--- src/rtl/mole_spawn_scheduler.sv ---
// Mole spawn scheduler: picks when, where (one of 16 cells) and for how long a mole is up.
// Latency: every output is registered, so a decision is visible one cycle after the state change.
// Backpressure: none; a mole stays up until it is hit, times out, or iEnable drops.
module mole_spawn_scheduler #(
  parameter int          MS_DIV = 50000,
  parameter logic [15:0] SEED   = 16'hACE1
) (
  input  logic       Clock,
  input  logic       Reset,
  input  logic       iEnable,
  input  logic [2:0] iLevel,
  input  logic       iHit,
  output logic [3:0] oCell,
  output logic       oPlace,
  output logic       oActive,
  output logic       oMiss,
  output logic [7:0] oMissCount
);

  localparam int PW = (MS_DIV > 1) ? $clog2(MS_DIV) : 1;

  typedef enum logic [1:0] {
    S_IDLE = 2'd0,
    S_GAP  = 2'd1,
    S_UP   = 2'd2
  } state_t;

  state_t      state_q;
  state_t      state_d;
  logic [15:0] lfsr_q;
  logic [PW-1:0] presc_q;
  logic [9:0]  ms_q;
  logic [2:0]  level_q;
  logic [2:0]  level_eff;
  logic [9:0]  life_ms;
  logic [9:0]  dur_ms;
  logic        tick;
  logic        expire;
  logic        entry;
  logic        place_d;
  logic        miss_d;
  logic        active_d;
  logic [3:0]  cand;
  logic [3:0]  cell_d;

  // Clamp the requested level into 1..5 and derive the current state's duration.
  always_comb begin
    level_eff = iLevel;
    if (iLevel == 3'd0) level_eff = 3'd1;
    else if (iLevel > 3'd5) level_eff = 3'd5;

    case (level_q)
      3'd1:    life_ms = 10'd1000;
      3'd2:    life_ms = 10'd800;
      3'd3:    life_ms = 10'd600;
      3'd4:    life_ms = 10'd400;
      default: life_ms = 10'd200;
    endcase

    // The gap is always half the lifetime at the same level.
    dur_ms = (state_q == S_UP) ? life_ms : {1'b0, life_ms[9:1]};
    tick   = (presc_q == PW'(MS_DIV - 1));
    expire = tick && (ms_q == dur_ms - 10'd1);
    entry  = (state_d != state_q);
  end

  // State register.
  always_ff @(posedge Clock) begin
    if (Reset) state_q <= S_IDLE;
    else       state_q <= state_d;
  end

  // Next-state logic; dropping iEnable beats everything, and a hit beats a timeout.
  always_comb begin
    state_d = state_q;
    case (state_q)
      S_IDLE: if (iEnable) state_d = S_GAP;
      S_GAP: begin
        if (!iEnable)    state_d = S_IDLE;
        else if (expire) state_d = S_UP;
      end
      S_UP: begin
        if (!iEnable)    state_d = S_IDLE;
        else if (iHit)   state_d = S_GAP;
        else if (expire) state_d = S_GAP;
      end
      default: state_d = S_IDLE;
    endcase
  end

  // Output decode; the new cell skips the current one so a mole never reappears in place.
  always_comb begin
    place_d  = (state_q == S_GAP) && (state_d == S_UP);
    miss_d   = (state_q == S_UP) && iEnable && !iHit && expire;
    active_d = (state_d == S_UP);
    cand     = lfsr_q[3:0];
    cell_d   = oCell;
    if (place_d) cell_d = (cand == oCell) ? cand + 4'd1 : cand;
  end

  // Registered outputs, including the saturating miss counter.
  always_ff @(posedge Clock) begin
    if (Reset) begin
      oCell      <= 4'd0;
      oPlace     <= 1'b0;
      oActive    <= 1'b0;
      oMiss      <= 1'b0;
      oMissCount <= 8'd0;
    end else begin
      oCell   <= cell_d;
      oPlace  <= place_d;
      oActive <= active_d;
      oMiss   <= miss_d;
      if (miss_d && (oMissCount != 8'hFF)) oMissCount <= oMissCount + 8'd1;
    end
  end

  // Millisecond timer restarts on every state entry so each state measures from its first cycle.
  always_ff @(posedge Clock) begin
    if (Reset || entry) begin
      presc_q <= '0;
      ms_q    <= 10'd0;
    end else if (tick) begin
      presc_q <= '0;
      ms_q    <= ms_q + 10'd1;
    end else begin
      presc_q <= presc_q + 1'b1;
    end
  end

  // Level is frozen at state entry so mid-state changes only affect the next state.
  always_ff @(posedge Clock) begin
    if (Reset)      level_q <= 3'd1;
    else if (entry) level_q <= level_eff;
  end

  // Free-running 16-bit Fibonacci LFSR, taps 16,14,13,11.
  always_ff @(posedge Clock) begin
    if (Reset) lfsr_q <= SEED;
    else       lfsr_q <= {lfsr_q[14:0], lfsr_q[15] ^ lfsr_q[13] ^ lfsr_q[12] ^ lfsr_q[10]};
  end

endmodule

--- config.mk ---
export PLATFORM = sky130hd
export DESIGN_NAME = mole_spawn_scheduler
export DESIGN_NICKNAME = d
export VERILOG_FILES = /design/src/rtl/mole_spawn_scheduler.sv
export SDC_FILE = /design/constraint.sdc
export NUM_CORES = 1
export LEC_CHECK = 0
export ABC_CLOCK_PERIOD_IN_PS = 7300
export CAP_MARGIN = 30
export CORE_AREA = 4 4 85 87
export CTS_CLUSTER_DIAMETER = 150
export DETAILED_ROUTE_END_ITERATION = 10
export DIE_AREA = 0 0 89 91
export GPL_ROUTABILITY_DRIVEN = 0
export GPL_TIMING_DRIVEN = 0
export PLACE_DENSITY_LB_ADDON = 0.2
export SYNTH_ARGS = -nofsm -noshare
export SYNTH_HDL_FRONTEND = slang
export SYNTH_SLANG_ARGS = --single-unit
--- constraint.sdc ---
create_clock -name Clock -period 7.3 [get_ports Clock]
set_clock_uncertainty 0.2 [all_clocks]
set_input_delay 1.46 -clock Clock [delete_from_list [all_inputs] [get_ports Clock]]
set_output_delay 1.46 -clock Clock [all_outputs]
set_load 0.02 [all_outputs]
After elaboration in Yosys (flattened, before gate mapping)
Cells that the tools add are included.
W data, S select, Z words.
{ "word_totals": {"regBits": 62, "output_inout_bits": 15} }
{ "classes": {"n_reduce_logical": 11, "add_sub_neg": 5, "eq_ne": 12, "mux": 12, "order_cmp": 1, "n_bitwise": 3} }
{ "ops": {"columns": ["operator", "count"], "rows": [
  ["$pmux W10 S4", 1],
  ["$add A16 B1 Y16 const B", 1],
  ["$eq A16 B16 Y1 const B", 1],
  ["$mux W2", 6],
  ["$add A10 B1 Y10 const B", 1],
  ["$eq A10 B10 Y1", 1],
  ["$mux W10", 1],
  ["$sub A10 B1 Y10 const B", 1],
  ["$add A8 B1 Y8 const B", 1],
  ["$ne A8 B8 Y1 const B", 1],
  ["$eq A3 B2 Y1 const B", 2],
  ["$logic_and A1 B1 Y1", 6],
  ["$mux W3", 2],
  ["$pmux W2 S3", 1],
  ["$add A4 B1 Y4 const B", 1],
  ["$eq A2 B2 Y1 const B", 2],
  ["$eq A4 B4 Y1", 1],
  ["$mux W4", 1],
  ["$eq A3 B1 Y1 const B", 1],
  ["$eq A3 B3 Y1 const B", 1],
  ["$gt A3 B3 Y1 const B", 1],
  ["$logic_not A3 Y1", 1],
  ["$xor A1 B1 Y1", 3],
  ["$eq A2 B1 Y1 const B", 1],
  ["other kinds (5)", 5]
]} }

Longest topological paths before layout
Gate-level depths: netlist of the first run.
{ "depth": {"depth_word": 13, "ltp_mapped": 15, "mapped_depth_nobuf": 13} }

Least setup slack after synthesis of the first run
No wires, ideal clock.
{ "synth_timing": {"path_type": "register to register", "start": "register state_q[1]", "end": "register presc_q[9]", "stages_incl_launch_ff": 16, "path_buffers": 2, "path_slack_ps": 3869, "required_time_ps": 6972, "period_less_slack_ps": 3431, "arrival_time_ps": 3103, "cell_sequence": "dfxtp_1 > and2b_1 > buf_2 > nor2_1 > a21oi_1 > nor2_1 > a311oi_1 > ha_1 > xnor2_1 > nor3b_1 > o311ai_2 > o311ai_4 > o21ai_1 > a211oi_4 > buf_2 > nor3_1"} }
{ "synth_between": {"elab_chain_len": 12, "elab_cells_between_ends": 17, "classes_between": "add/sub (1); eq/ne (4); mux (8); reduce/logical (4)"} }
{ "synth_lines": {"columns": ["element", "line_no", "rtl"], "rows": [
  ["start, declared", "28", "state_t state_q;"],
  ["start signal, assigned", "70", "else state_q <= state_d;"],
  ["$eq A2 B2 Y1", "61, 76", null],
  ["$mux W10", "61", "dur_ms = (state_q == S_UP) ? life_ms : {1'b0, life_ms[9:1]};"],
  ["$sub A10 B1 Y10", "63", "expire = tick && (ms_q == dur_ms - 10'd1);"],
  ["$eq A10 B10 Y1", "63", null],
  ["$logic_and A1 B1 Y1", "63", null],
  ["$mux W2", "85", "else if (expire) state_d = S_GAP;"],
  ["$mux W2", "84", "else if (iHit) state_d = S_GAP;"],
  ["$mux W2", "83", "if (!iEnable) state_d = S_IDLE;"],
  ["$pmux W2 S3", "76", "case (state_q)"],
  ["$ne A2 B2 Y1 *", "64", "entry = (state_d != state_q);"],
  ["$logic_or A1 B1 Y1 *", "120", "if (Reset || entry) begin"],
  ["$reduce_or A2 Y1 (no line) *", null, null],
  ["end signal, assigned", "127", "presc_q <= presc_q + 1'b1;"],
  ["end, declared", "31", "logic [PW-1:0] presc_q;"]
]} }
Every way passes the cells marked *; elsewhere a longest branch is shown, timed or not.
A chain may end at the register's enable or synchronous reset.

Worst setup path after layout of the first run
{ "layout_timing": {"start": "register state_q[1]", "end": "register presc_q[12]"} }
The elaborated chain is that of the path after synthesis.

==> results of run 1 <==
==> logic make-up after synthesis <==
family	Yosys count
XOR/XNOR	40
AND/OR/NAND/NOR	154
buffers and inverters	31
multiplexers	8
AO/OA/AOI/OAI	52
flip-flops	62
adder cells (fa/ha/maj)	5
==> area by class of cell <==
type                            instances  area share, %
Buffer                                 19           2.34
Clock buffer                            9           3.36
Clock inverter                          7           2.85
Inverter                               12           1.22
Multi-Input combinational cell        259           48.5
Sequential cell                        62           33.7
Tap cell                               77           2.61
Timing Repair Buffer                   20           5.43
==> power by group through the flow <==
| stage | logic, mW | clock network (mW) | registers [mW] |
|---|---|---|---|
| CTS | 0.0598 | 0.356 | 0.353 |
| floorplan | 0.0451 | 0 | 0.359 |
| global placement | 0.0584 | 0 | 0.361 |
| detailed placement | 0.0592 | 0 | 0.361 |
| global route | 0.0655 | 0.374 | 0.354 |
| finish | 0.0597 | 0.347 | 0.353 |
==> stage by stage <==
step	cell area, um^2	power [mW]	worst slack [ns]	hold slack [ns]
after floorplan	3160	0.404	3.87	0.189
after global placement	3460	0.419	3.22	0.194
after detailed placement	3460	0.420	3.16	0.194
after CTS	3690	0.769	3.11	0.217
after global routing	3690	0.794	2.75	0.232
final	3690	0.760	3.07	0.217
==> layout by cell type, fill, tap and decap left out, types with 10 or more instances in the layout <==
cell             instances
nor2_1                  18
nor3_1                  33
a21oi_1                 15
xnor2_1                 27
clkdlybuf4s50_1         20
nand3_1                 10
dfxtp_1                 62
nor2b_1                 13
o21ai_0                 10
nand2_1                 13
xor2_1                  13
inv_1                   12
nand2b_1                10
==> worst max-delay path: cells and delay by family (launching register included) <==
| family | cells | cell delay [ns] |
|---|---|---|
| AND/OR/NAND/NOR | 4 | 0.43 |
| AO/OA/AOI/OAI | 7 | 1.83 |
| XOR/XNOR | 1 | 0.28 |
| buffers and inverters | 2 | 0.56 |
| adder cells (fa/ha/maj) | 1 | 0.29 |
| flip-flops | 1 | 0.49 |
==> cells in the mapped netlist (5+ instances only) <==
library cell / count / share of area, %
a21oi_1: 15 / 2.4
and3_1: 6 / 1.2
buf_2: 9 / 1.4
clkbuf_1: 8 / 0.95
dfxtp_1: 62 / 39
ha_1: 5 / 2.0
inv_1: 12 / 1.4
mux2i_1: 7 / 2.2
nand2_1: 13 / 1.5
nand2b_1: 10 / 2.0
nand3_1: 10 / 1.6
nand4_1: 9 / 1.8
nor2_1: 18 / 2.1
nor2b_1: 13 / 2.6
nor3_1: 33 / 5.2
o21ai_0: 10 / 1.6
or2_2: 8 / 1.6
or3_1: 8 / 1.6
xnor2_1: 27 / 7.5
xor2_1: 13 / 3.6
==> per-layer routing <==
layer	GRT usage, %	up-vias	part of all wire [%]
met1	24.6	1226	50
met2	26.8	41	45
li1	-	1317	-
met4	4.71	0	1.3
met3	6.06	10	3.2
met5	0	-	0
==> sequential cells by signal, summed over array words and instances, names as in the netlist <==
name,flops
oActive,1
level_q,3
oCell,4
ms_q,10
state_q,2
lfsr_q,16
presc_q,16
oPlace,1
oMiss,1
oMissCount,8
==> final timing paths <==
kind | start | endpoint | slack (ns) | depth (start not counted)
worst max register to register | state_q[1] | presc_q[12] | 3.07 | 15
worst min-delay path | lfsr_q[4] | lfsr_q[5] | 0.22 | 1
worst min register to register | lfsr_q[4] | lfsr_q[5] | 0.22 | 1
worst max-delay path | state_q[1] | presc_q[12] | 3.07 | 15
==> flow_summary.json, run 1 <==
{
  "hold_viol": 0,
  "postCtsSetupBuffers": 0,
  "endpoint_kind": "flop",
  "cp_slowest_cell": "a211oi_4",
  "route.detailed.drc": 0,
  "yosysWarnings": 0,
  "syn_to_final_growth_pct": 16.6,
  "dr.pass1.iters": 5,
  "synth_xor_area_share_pct": 11.1,
  "htreeDepth": 3,
  "synthCells": 352,
  "clk_latency_ns": 0.34,
  "avgSynthCellArea_um2": 8.98,
  "io_buffers": 20,
  "die-area_um2": 8100,
  "post_drt_via_cell_ratio": 5.58,
  "ctsHoldBuffers": 0,
  "p_leak_nw": 1.26,
  "internal_power_mw": 0.570,
  "antenna_found_initial": 0,
  "die_h_um": 91,
  "cts.sinks": 62,
  "p_clk_share_pct": 45.7,
  "ant_nets": 0,
  "grt_pass1_wl_mm": 11.5,
  "clockRootBuffer": "clkbuf_8",
  "fmax_mhz": 236,
  "multi_input_area_um2": 1790,
  "synth_fp_nets": 364,
  "setup_viol": 0,
  "hp-class": "reg2reg",
  "post_cts_resized": 0,
  "vias": 2594,
  "first_iter_violations": 90,
  "p_sw_share_pct": 25.0,
  "synthAdderAreaFrac_pct": 1.98,
  "cts.path.max_buffers": 2,
  "fp.dieW_um": 89,
  "drv_cap": 0,
  "routed_wl_mm": 6.67,
  "netlist_area_um2": 3160,
  "grt_max_degree": 14,
  "power.density_nw_per_um2": 206,
  "critPathMaxFanout": 10,
  "tightest_slew_ns": 0.712,
  "synth_seq_cells": 62,
  "start_kind": "flop",
  "synth_simple_gate_area_share_pct": 28.5,
  "rsz0062_at_grt": "no",
  "critPathKind": "reg2reg",
  "p_seq_share_pct": 46.5,
  "nFillCells": 566,
  "async_flop_share_pct": 0,
  "run_status": "finished clean",
  "crit_chain": "and2b_1 -> buf_2 -> nor2_1 -> a21oi_1 -> nor2_1 -> a311oi_1 -> ha_1 -> xnor2_1 -> a41o_1 -> a21oi_1 -> o311ai_4 -> o21ai_1 -> a211oi_4 -> buf_2 -> nor3_1",
  "switchingPower_mw": 0.190,
  "cts_inserted_buffers": 9,
  "cts_tree": "yes",
  "final-instance-count-excl-fill": 465,
  "seq_area_frac_synth_pct": 39.3,
  "clk_pin_slew_ns": 0.08,
  "overflow": 0,
  "rows": 29,
  "io_pins": 22,
  "grt_pass1_vias": 2476,
  "post-route-min-period_ns": 4.23,
  "timing.max_slew.rel_slack_pct": 52.1,
  "start_util_pct": 49.8,
  "crit_arrival_ns": 4.24,
  "dp_hpwl_mm": 4.81,
  "synth_compound_area_share_pct": 12.4,
  "num_antenna_cells": 0,
  "synthFlopType": "dfxtp_1",
  "fin_tns_setup_ns": 0,
  "dp_cells": 449,
  "seq_area_um2": 1240,
  "synth_top_family_by_area": "simple AND/OR/NAND/NOR gates",
  "cpPeakStageDelay_ns": 0.51,
  "grt.total_usage_pct": 17.9,
  "drive_above_1_share_pct": 12.4,
  "period_share_pct": 58.0,
  "synth.area.mux_share_pct": 2.57,
  "fp.coreArea_um2": 6350,
  "ys_types": 60,
  "p_comb_share_pct": 7.9,
  "wl_per_cell_um": 14.3,
  "final_util_pct": 58.0,
  "crit_required_ns": 7.30,
  "synth_edf_count": 0,
  "ir_worst_vdd_mv": 0.173,
  "finalMaxSlewViolations": 0,
  "final_nets": 395
}
No activity file was read; power rests on OpenSTA's default activity.
==> run 2, diff against run 1 <==
--- a/config.mk
+++ b/config.mk
@@ -5,7 +5,7 @@
 export SDC_FILE = /design/constraint.sdc
 export NUM_CORES = 1
 export LEC_CHECK = 0
-export ABC_CLOCK_PERIOD_IN_PS = 7300
+export ABC_CLOCK_PERIOD_IN_PS = 4200
 export CAP_MARGIN = 30
 export CORE_AREA = 4 4 85 87
 export CTS_CLUSTER_DIAMETER = 150
==> constraint.sdc (replaced) <==
create_clock -name Clock -period 4.2 [get_ports Clock]
set_clock_uncertainty 0.2 [all_clocks]
set_input_delay 0.84 -clock Clock [delete_from_list [all_inputs] [get_ports Clock]]
set_output_delay 0.84 -clock Clock [all_outputs]
set_load 0.02 [all_outputs]
==> run 2 against run 1 <==
Effect of this change:
- flip-flop and latch count unchanged
- critical path depth is the same
- largest cell class unchanged
- final cell count rose by 0.86%
- largest power group unchanged
- global-route usage is the same
- first-iteration DRC count is 2.2% higher
- utilization up 0.61 points
==> flow_summary.json, run 2 (synthesized netlist as in run 1, its figures left out) <==
{
  "dp_hpwl_mm": 4.81,
  "htreeDepth": 3,
  "fp.coreArea_um2": 6350,
  "grt_pass1_wl_mm": 11.5,
  "io_buffers": 20,
  "dp_cells": 449,
  "layout_commonest_cell": "dfxtp_1",
  "clk_pin_slew_ns": 0.08,
  "overflow": 0,
  "grt.total_usage_pct": 17.9,
  "post_drt_via_cell_ratio": 5.52,
  "vias": 2587,
  "post-route-min-period_ns": 3.91,
  "crit_required_ns": 4.20,
  "final_nets": 399,
  "grt_pass1_vias": 2476,
  "antenna_found_initial": 0,
  "p_leak_nw": 1.28,
  "ctsHoldBuffers": 0,
  "final-instance-count-excl-fill": 469,
  "hp-class": "reg2reg",
  "ir_worst_vdd_mv": 0.301,
  "clk_latency_ns": 0.34,
  "syn_to_final_growth_pct": 17.9,
  "timing.max_slew.rel_slack_pct": 52.0,
  "wl_per_cell_um": 14.2,
  "ant_nets": 0,
  "mostFrequentLayoutCells": "dfxtp_1, nor3_1, xnor2_1",
  "hold-path-cell-count": 1,
  "fmax_mhz": 256,
  "die-area_um2": 8100,
  "rows": 29,
  "cts_inserted_buffers": 9,
  "r2r_cells": 15,
  "cts_tree": "yes",
  "final_area_um2": 3720,
  "run_status": "finished clean",
  "drive_above_1_share_pct": 13.8,
  "cts.path.max_buffers": 2,
  "first_iter_violations": 92,
  "io_pins": 22,
  "die_h_um": 91,
  "critPathKind": "reg2reg",
  "start_util_pct": 49.8,
  "dr.pass1.iters": 5,
  "finalMaxSlewViolations": 0,
  "routed_wl_mm": 6.67,
  "drv_cap": 0,
  "critPathMaxFanout": 10,
  "reg.largest.list": "lfsr_q (16), presc_q (16), ms_q (10)",
  "endpoint_kind": "flop",
  "cts.sinks": 62,
  "tightest_slew_ns": 0.713,
  "route.detailed.drc": 0,
  "period_share_pct": 93.1,
  "fp.dieW_um": 89,
  "start_kind": "flop",
  "num_antenna_cells": 0,
  "hold_viol": 0,
  "setup_viol": 0,
  "clockRootBuffer": "clkbuf_8",
  "placed_area_um2": 3460,
  "power.density_nw_per_um2": 356,
  "crit_arrival_ns": 3.91,
  "grt_max_degree": 14
}
-- run 2: cell count changes in the layout (fill, tap and decap cells not counted) --
cell and change:
xnor2_2 +1, xnor2_1 -1, dfxtp_1 -1, dfxtp_2 +1, buf_4 +4
-- run 2: per-layer routing --
metal	vias up	GRT usage [%]	share of wire (%)
met4	0	4.71	0.78
met2	41	26.8	45
met3	6	6.06	3.5
met1	1217	24.6	51
li1	1323	-	-
met5	-	0	0
-- run 2: timing repair --
action,CTS,global route
endpoints found under the setup margin,0,33
setup buffers,0,4
gates resized for setup,0,2
-- run 2: path summary, 6_finish.rpt --
path,slack (ns),to,from
setup / recovery,0.29,presc_q[12],state_q[0]
hold reg to reg,0.22,lfsr_q[5],lfsr_q[4]
setup reg to reg,0.29,presc_q[12],state_q[0]
hold / removal,0.22,lfsr_q[5],lfsr_q[4]
-- run 2: through the flow --
step / total power, mW / TNS [ns] / hold slack [ns] / worst slack [ns] / utilization, %
3_3_place_gp: 0.729 / 0 / 0.194 / 0.121 / 54.4
4_1_cts: 1.34 / 0 / 0.217 / 0.0123 / 58.0
6_report: 1.33 / 0 / 0.217 / 0.291 / 58.7
2_1_floorplan: 0.703 / 0 / 0.189 / 0.769 / -
3_5_place_dp: 0.730 / 0 / 0.194 / 0.0644 / 54.4
5_1_grt: 1.39 / -0.00628 / 0.232 / -0.00628 / 58.7
-- run 2: final cells by class --
class,instances,area (um^2)
buffer,19,86.3
clock buffer,9,124
clock inverter,7,105
fill,564,2630
inverter,12,45.0
multi-input combinational,259,1800
sequential,62,1240
tap,77,96.3
timing repair buffer,24,230
-- run 2: critical path, stage by stage (launching register included) --
cell and delay (ns):
dfxtp_1 0.39, and2b_1 0.29, buf_2 0.24, nor2_1 0.06, a21oi_1 0.16, nor2_1 0.05
a311oi_1 0.26, ha_1 0.31, xnor2_2 0.20, nor3b_1 0.29, o311ai_2 0.16, o311ai_4 0.16
nand3_2 0.21, a211oi_4 0.40, buf_2 0.29, nor3_1 0.08
-- run 2: power breakdown --
group	internal, mW	switching (mW)	total, mW
registers	0.602	0.0117	0.614
logic	0.0494	0.0602	0.110
clock network	0.343	0.259	0.602
